$ cat src/rtl/rst_ctrl_pkg.sv
// Shared definitions for the reset / pushbutton controller: FSM encoding,
// default parameter values and a counter-width helper.
package rst_ctrl_pkg;

  typedef enum logic [1:0] {
    S_POR   = 2'd0,
    S_RUN   = 2'd1,
    S_PBRST = 2'd2
  } rst_state_t;

  localparam int NUM_PB_DEF     = 4;
  localparam int POR_CYCLES_DEF = 14;
  localparam int DEB_CYCLES_DEF = 500000;
  localparam int DIV_DEF        = 2;
  localparam int CNT_WIDTH_DEF  = 26;
  localparam int RST_PB_DEF     = 0;

  // Bits needed to hold values 0..max_val, never less than one bit.
  function automatic int cnt_bits(input int max_val);
    int w;
    w = $clog2(max_val + 1);
    return (w < 1) ? 1 : w;
  endfunction

endpackage

$ cat src/rtl/rst_ctrl_gen_if.sv
// Bundle of pushbutton inputs and reset/timing outputs of rst_ctrl_gen.
// master = the controller, slave = the board/consumer side.
interface rst_ctrl_gen_if #(
  parameter int NUM_PB    = 4,
  parameter int CNT_WIDTH = 26
);
  logic [NUM_PB-1:0]    PB;
  logic                 sys_rst;
  logic [NUM_PB-1:0]    pb_level;
  logic [NUM_PB-1:0]    pb_press;
  logic [NUM_PB-1:0]    pb_release;
  logic                 ce_div;
  logic [CNT_WIDTH-1:0] free_cnt;

  modport master (
    input  PB,
    output sys_rst, pb_level, pb_press, pb_release, ce_div, free_cnt
  );

  modport slave (
    output PB,
    input  sys_rst, pb_level, pb_press, pb_release, ce_div, free_cnt
  );
endinterface

$ cat src/rtl/pb_debounce.sv
// One pushbutton channel: 2-flop synchroniser, stability counter,
// debounced level (1 = pressed) and one-cycle press/release pulses.
module pb_debounce
  import rst_ctrl_pkg::*;
#(
  parameter int DEB_CYCLES = DEB_CYCLES_DEF
) (
  input  logic SYS_CLK,
  input  logic RSTn,
  input  logic pb_in,
  output logic pb_level,
  output logic pb_press,
  output logic pb_release
);

  localparam int            DW       = cnt_bits(DEB_CYCLES - 1);
  localparam logic [DW-1:0] DEB_LAST = DW'(DEB_CYCLES - 1);

  logic [1:0]    sync_reg;
  logic [DW-1:0] deb_cnt_reg;
  logic          level_reg;
  logic          press_reg;
  logic          release_reg;
  logic          differ;

  // Raw button is active-low; compare the pressed sense with the level.
  assign differ = (~sync_reg[1]) ^ level_reg;

  // Two-flop synchroniser, idles at 1 (button released).
  always_ff @(posedge SYS_CLK or negedge RSTn) begin
    if (!RSTn) sync_reg <= 2'b11;
    else       sync_reg <= {sync_reg[0], pb_in};
  end

  // Count disagreeing cycles; flip the level after DEB_CYCLES of them.
  always_ff @(posedge SYS_CLK or negedge RSTn) begin
    if (!RSTn) begin
      deb_cnt_reg <= '0;
      level_reg   <= 1'b0;
      press_reg   <= 1'b0;
      release_reg <= 1'b0;
    end else begin
      press_reg   <= 1'b0;
      release_reg <= 1'b0;
      if (!differ) begin
        deb_cnt_reg <= '0;
      end else if (deb_cnt_reg == DEB_LAST) begin
        deb_cnt_reg <= '0;
        level_reg   <= ~level_reg;
        press_reg   <= ~level_reg;
        release_reg <= level_reg;
      end else begin
        deb_cnt_reg <= deb_cnt_reg + DW'(1);
      end
    end
  end

  assign pb_level   = level_reg;
  assign pb_press   = press_reg;
  assign pb_release = release_reg;

endmodule

$ cat src/rtl/rst_ctrl_gen.sv
// Reset controller: power-on hold, pushbutton-forced reset, debounced
// buttons, a clock-enable divider and a free-running counter.
module rst_ctrl_gen
  import rst_ctrl_pkg::*;
#(
  parameter int NUM_PB     = NUM_PB_DEF,
  parameter int POR_CYCLES = POR_CYCLES_DEF,
  parameter int DEB_CYCLES = DEB_CYCLES_DEF,
  parameter int DIV        = DIV_DEF,
  parameter int CNT_WIDTH  = CNT_WIDTH_DEF,
  parameter int RST_PB     = RST_PB_DEF
) (
  input logic            SYS_CLK,
  input logic            RSTn,
  rst_ctrl_gen_if.master bus
);

  localparam int            HW        = cnt_bits(POR_CYCLES - 1);
  localparam logic [HW-1:0] HOLD_LAST = HW'(POR_CYCLES - 1);
  localparam int            VW        = cnt_bits(DIV - 1);
  localparam logic [VW-1:0] DIV_LAST  = VW'(DIV - 1);

  logic [NUM_PB-1:0]    pb_level_w;
  logic [NUM_PB-1:0]    pb_press_w;
  logic [NUM_PB-1:0]    pb_release_w;
  rst_state_t           state_reg, state_next;
  logic [HW-1:0]        hold_reg, hold_next;
  logic                 sys_rst_reg;
  logic [VW-1:0]        div_cnt_reg;
  logic [CNT_WIDTH-1:0] free_cnt_reg;
  logic                 rst_btn;

  for (genvar gi = 0; gi < NUM_PB; gi++) begin : g_pb
    pb_debounce #(
      .DEB_CYCLES (DEB_CYCLES)
    ) u_deb (
      .SYS_CLK    (SYS_CLK),
      .RSTn       (RSTn),
      .pb_in      (bus.PB[gi]),
      .pb_level   (pb_level_w[gi]),
      .pb_press   (pb_press_w[gi]),
      .pb_release (pb_release_w[gi])
    );
  end

  assign rst_btn = pb_level_w[RST_PB];

  // Next state: POR hold countdown, button-forced reset, back through POR.
  always_comb begin
    state_next = state_reg;
    hold_next  = hold_reg;
    case (state_reg)
      S_POR: begin
        if (hold_reg == HOLD_LAST) begin
          state_next = S_RUN;
          hold_next  = '0;
        end else begin
          hold_next = hold_reg + HW'(1);
        end
      end
      S_RUN: begin
        if (rst_btn) state_next = S_PBRST;
      end
      S_PBRST: begin
        if (!rst_btn) begin
          state_next = S_POR;
          hold_next  = '0;
        end
      end
      default: begin
        state_next = S_POR;
        hold_next  = '0;
      end
    endcase
  end

  // State, hold counter and registered system reset.
  always_ff @(posedge SYS_CLK or negedge RSTn) begin
    if (!RSTn) begin
      state_reg   <= S_POR;
      hold_reg    <= '0;
      sys_rst_reg <= 1'b1;
    end else begin
      state_reg   <= state_next;
      hold_reg    <= hold_next;
      sys_rst_reg <= (state_next != S_RUN);
    end
  end

  // Modulo-DIV counter for the clock enable; ignores sys_rst.
  always_ff @(posedge SYS_CLK or negedge RSTn) begin
    if (!RSTn)                      div_cnt_reg <= '0;
    else if (div_cnt_reg == DIV_LAST) div_cnt_reg <= '0;
    else                            div_cnt_reg <= div_cnt_reg + VW'(1);
  end

  // Free-running counter, held at zero while the system is in reset.
  always_ff @(posedge SYS_CLK or negedge RSTn) begin
    if (!RSTn)            free_cnt_reg <= '0;
    else if (sys_rst_reg) free_cnt_reg <= '0;
    else                  free_cnt_reg <= free_cnt_reg + CNT_WIDTH'(1);
  end

  assign bus.sys_rst    = sys_rst_reg;
  assign bus.pb_level   = pb_level_w;
  assign bus.pb_press   = pb_press_w;
  assign bus.pb_release = pb_release_w;
  assign bus.ce_div     = (div_cnt_reg == DIV_LAST);
  assign bus.free_cnt   = free_cnt_reg;

endmodule

$ cat src/flat_wrapper.sv
// flat-port wrapper written by rule: the top's interface ports become plain ports
module rst_ctrl_gen_flat import rst_ctrl_pkg::*;
#(
  parameter int NUM_PB     = NUM_PB_DEF,
  parameter int POR_CYCLES = POR_CYCLES_DEF,
  parameter int DEB_CYCLES = DEB_CYCLES_DEF,
  parameter int DIV        = DIV_DEF,
  parameter int CNT_WIDTH  = CNT_WIDTH_DEF,
  parameter int RST_PB     = RST_PB_DEF
)
  (SYS_CLK, RSTn, bus_PB, bus_sys_rst, bus_pb_level, bus_pb_press, bus_pb_release, bus_ce_div, bus_free_cnt);
  rst_ctrl_gen_if #(.NUM_PB(NUM_PB), .CNT_WIDTH(CNT_WIDTH)) bus_i ();
  input logic SYS_CLK;
  input logic RSTn;
  input wire logic [$bits(bus_i.PB)-1:0] bus_PB;
  output wire logic [$bits(bus_i.sys_rst)-1:0] bus_sys_rst;
  output wire logic [$bits(bus_i.pb_level)-1:0] bus_pb_level;
  output wire logic [$bits(bus_i.pb_press)-1:0] bus_pb_press;
  output wire logic [$bits(bus_i.pb_release)-1:0] bus_pb_release;
  output wire logic [$bits(bus_i.ce_div)-1:0] bus_ce_div;
  output wire logic [$bits(bus_i.free_cnt)-1:0] bus_free_cnt;
  assign bus_i.PB = bus_PB;
  assign bus_sys_rst = bus_i.sys_rst;
  assign bus_pb_level = bus_i.pb_level;
  assign bus_pb_press = bus_i.pb_press;
  assign bus_pb_release = bus_i.pb_release;
  assign bus_ce_div = bus_i.ce_div;
  assign bus_free_cnt = bus_i.free_cnt;
  rst_ctrl_gen #(.NUM_PB(NUM_PB), .POR_CYCLES(POR_CYCLES), .DEB_CYCLES(DEB_CYCLES), .DIV(DIV), .CNT_WIDTH(CNT_WIDTH), .RST_PB(RST_PB)) u_core (.SYS_CLK(SYS_CLK), .RSTn(RSTn), .bus(bus_i));
endmodule
$ cat config.mk
export PLATFORM = sky130hd
export DESIGN_NAME = rst_ctrl_gen_flat
export DESIGN_NICKNAME = d
export VERILOG_FILES = /design/src/rtl/rst_ctrl_pkg.sv /design/src/rtl/rst_ctrl_gen_if.sv /design/src/rtl/pb_debounce.sv /design/src/rtl/rst_ctrl_gen.sv /design/src/flat_wrapper.sv
export SDC_FILE = /design/constraint.sdc
export NUM_CORES = 1
export LEC_CHECK = 0
export CAP_MARGIN = 10
export CORE_MARGIN = 2
export CORE_UTILIZATION = 55
export DETAILED_ROUTE_END_ITERATION = 8
export HOLD_SLACK_MARGIN = 0.05
export PLACE_DENSITY = 0.8
export SETUP_SLACK_MARGIN = 0.05
export SLEW_MARGIN = 5
export SYNTH_ARGS = -nofsm -noshare
export SYNTH_HDL_FRONTEND = slang
export SYNTH_HIERARCHICAL = 1
export SYNTH_SLANG_ARGS = --single-unit
$ cat constraint.sdc
create_clock -name SYS_CLK -period 2.57 [get_ports SYS_CLK]
set_clock_uncertainty 0.2 [all_clocks]
set_input_delay 0.3855 -clock SYS_CLK [delete_from_list [all_inputs] [get_ports SYS_CLK]]
set_output_delay 0.3855 -clock SYS_CLK [all_outputs]
set_load 0.005 [all_outputs]
==> metrics.txt <==
RSZ-0062 raised after global routing=no; Area contributors post-synth=dfrtp_1 49%, xnor2_1 8.6%, nor2_1 6.2%; vias per cell=5.741; cell taking the most area after synthesis=dfrtp_1; Wirelength per Cell=14.72 um; max reg flops=76; grt total ovfl=0; Yosys cell types=38; pin count of the biggest net entering global routing=131; I/O pins=46; Worst-path clk slew=50 ps; die height=110.1 um; number of diodes=0; Synth top area share=48.87%; Final #Nets=692; First-pass DRT Iterations=5; PD cells=630.9 mW/mm^2; synth warn=6; Die Area=0.01213 mm^2; dpl ws=250.6 ps; clock latency on the worst-skew pair=420 ps; most frequent cells after synthesis=121 x dfrtp_1, 102 x nor2_1, 61 x xnor2_1, 40 x nand4_1, 35 x nand3_1; startpoint type of the worst setup path=flop; setup slack after layout=190.6 ps; Setup-failing EPs final=0; Routability Congestion=0.8742; Initial Util=56.66%; initial drt markers=253; synthesized net count=631; clock root cell=clkbuf_16; setup bufs post-CTS=0; CTS resizes=0; Post-Synthesis Cells=618; Num CTS Buffers=17; CP arrival=2530 ps; die width=110.1 um; LEAKAGE=2.954 nW; share of layout cells above drive strength 1=9.420%; Yosys reg bits=130; Avg Inst Size Synth=10.03 um^2; worst hold path type=flop to flop; max_cap viols=0; DRC=0; Period minus WS final=2379 ps; worst-path fanout max=11; register area share after synthesis=52.69%; number of synthesized flops with an enable pin=0; fin crit share=92.58%; Core Area=0.01094 mm^2; first-pass GRT wire length=21270 um; share of flip-flops with an asynchronous set or reset=100.0%; post-DP HPWL=8094 um; H-tree Lvls=4; status=complete, no violations; Setup crit end kind=flop; worst hold slack=155.1 ps; post-route ant nets=0; Global Route Usage Sum=22.68%; antenna violations before repair=0; Port Buffers=45; Synth Flop Type=dfrtp_1; worst vdd ir=0.0005983 V; vias post-DR=4765; CTS Buffer Depth=2; CTS tree=done; Hold-fix buffers, CTS=1; Critical Path RT=2720 ps; vias in the first global route=4767; final setup TNS=0 ps; worst slew pin tran=682.5 ps; Clock Sinks=130; Max-slew headroom=54.50%; most common cell in the netlist=dfrtp_1; final hold violation count=0; P&R area growth vs syn=20.40%; Routed WL=12220 um; Worst Setup Path Type=flop to flop; Syn Std Cell Area=0.006196 mm^2; Total Power=4.706 mW; fin. max-slew vios=0; fmax=0.4203 GHz; Rows=38
[final timing paths]
path / startpoint / end / slack (ps) / cells after the start
hold reg to reg: u_core/g_pb[1].u_deb/sync_reg[0]$_DFF_PN1_ / u_core/g_pb[1].u_deb/sync_reg[1]$_DFF_PN1_ / 160 / 0
setup reg to reg: u_core/bus.free_cnt[0]$_DFF_PN0_ / u_core/bus.free_cnt[24]$_DFF_PN0_ / 190 / 5
min in group asynchronous: RSTn / u_core/bus.free_cnt[12]$_DFF_PN0_ / 390 / 3
max in group asynchronous: RSTn / u_core/g_pb[1].u_deb/deb_cnt_reg[8]$_DFF_PN0_ / 1250 / 3
setup / recovery: u_core/bus.free_cnt[0]$_DFF_PN0_ / u_core/bus.free_cnt[24]$_DFF_PN0_ / 190 / 5
hold / removal: u_core/g_pb[1].u_deb/sync_reg[0]$_DFF_PN1_ / u_core/g_pb[1].u_deb/sync_reg[1]$_DFF_PN1_ / 160 / 0
[power by group]
group          leakage, nW  internal [mW]  total, mW  switching [mW]
logic                0.903         0.0358      0.106          0.0698
registers             1.75           2.08       2.11          0.0290
clock network        0.300           1.68       2.49           0.811
total                 2.95           3.80       4.71           0.910
[logic make-up after synthesis]
group,Yosys count,share of synthesized area (%)
fa+ha+maj,7,1.414
compound gates,57,5.230
simple gates,313,27.30
xor+xnor,76,10.74
flops,130,52.69
buf+inv,35,2.625
[final cells by class]
cell class	count	area, um^2
Clock buffer	24	481.7
Clock inverter	6	130.1
Fill cell	824	3476
Inverter	17	63.81
Multi-Input combinational cell	453	2769
Sequential cell	130	3264
Tap cell	140	175.2
Timing Repair Buffer	60	575.6
[layer usage]
| metal | global-route usage (%) | routed length, um | share of wire, % | up-vias |
|---|---|---|---|---|
| met4 | 11.25 | 228 | 1.9 | 0 |
| met3 | 6.937 | 654 | 5.4 | 25 |
| met5 | 0 | 0 | 0 | - |
| met1 | 27.60 | 5387 | 44 | 2293 |
| li1 | - | - | - | 2319 |
| met2 | 36.72 | 5947 | 49 | 128 |
[layout by cell type (no fill, tap or decap), drive strengths merged, types with 3 or more instances in the layout]
cell type,count
buf,15
or3,12
nand3,36
clkdlybuf4s50,44
nand4,48
nand2,23
a21oi,15
xor2,15
nor4bb,4
inv,17
nor3,30
ha,7
nor2b,3
bufinv,4
or4,9
and3,10
nor2,102
dfstp,9
xnor2,61
and2,9
o221ai,4
and4,3
nor4,13
o31ai,4
nor4b,8
o21ai,31
clkbuf,24
dfrtp,121
[critical path: stages (launching register included)]
cell     delay [ps]
dfrtp_1         420
ha_1            220
nand3_1         130
or4_4           640
or4_1           530
a21oi_1         160
[per-stage QoR]
step / util (%) / instances / area, um^2
floorplan: - / 618 / 6196
global placement: 62.53 / 799 / 6838
detailed placement: 62.53 / 799 / 6838
CTS: 68.22 / 830 / 7460
global route: 68.22 / 830 / 7460
finish: 68.22 / 830 / 7460
(Power assumes the default switching activity.)
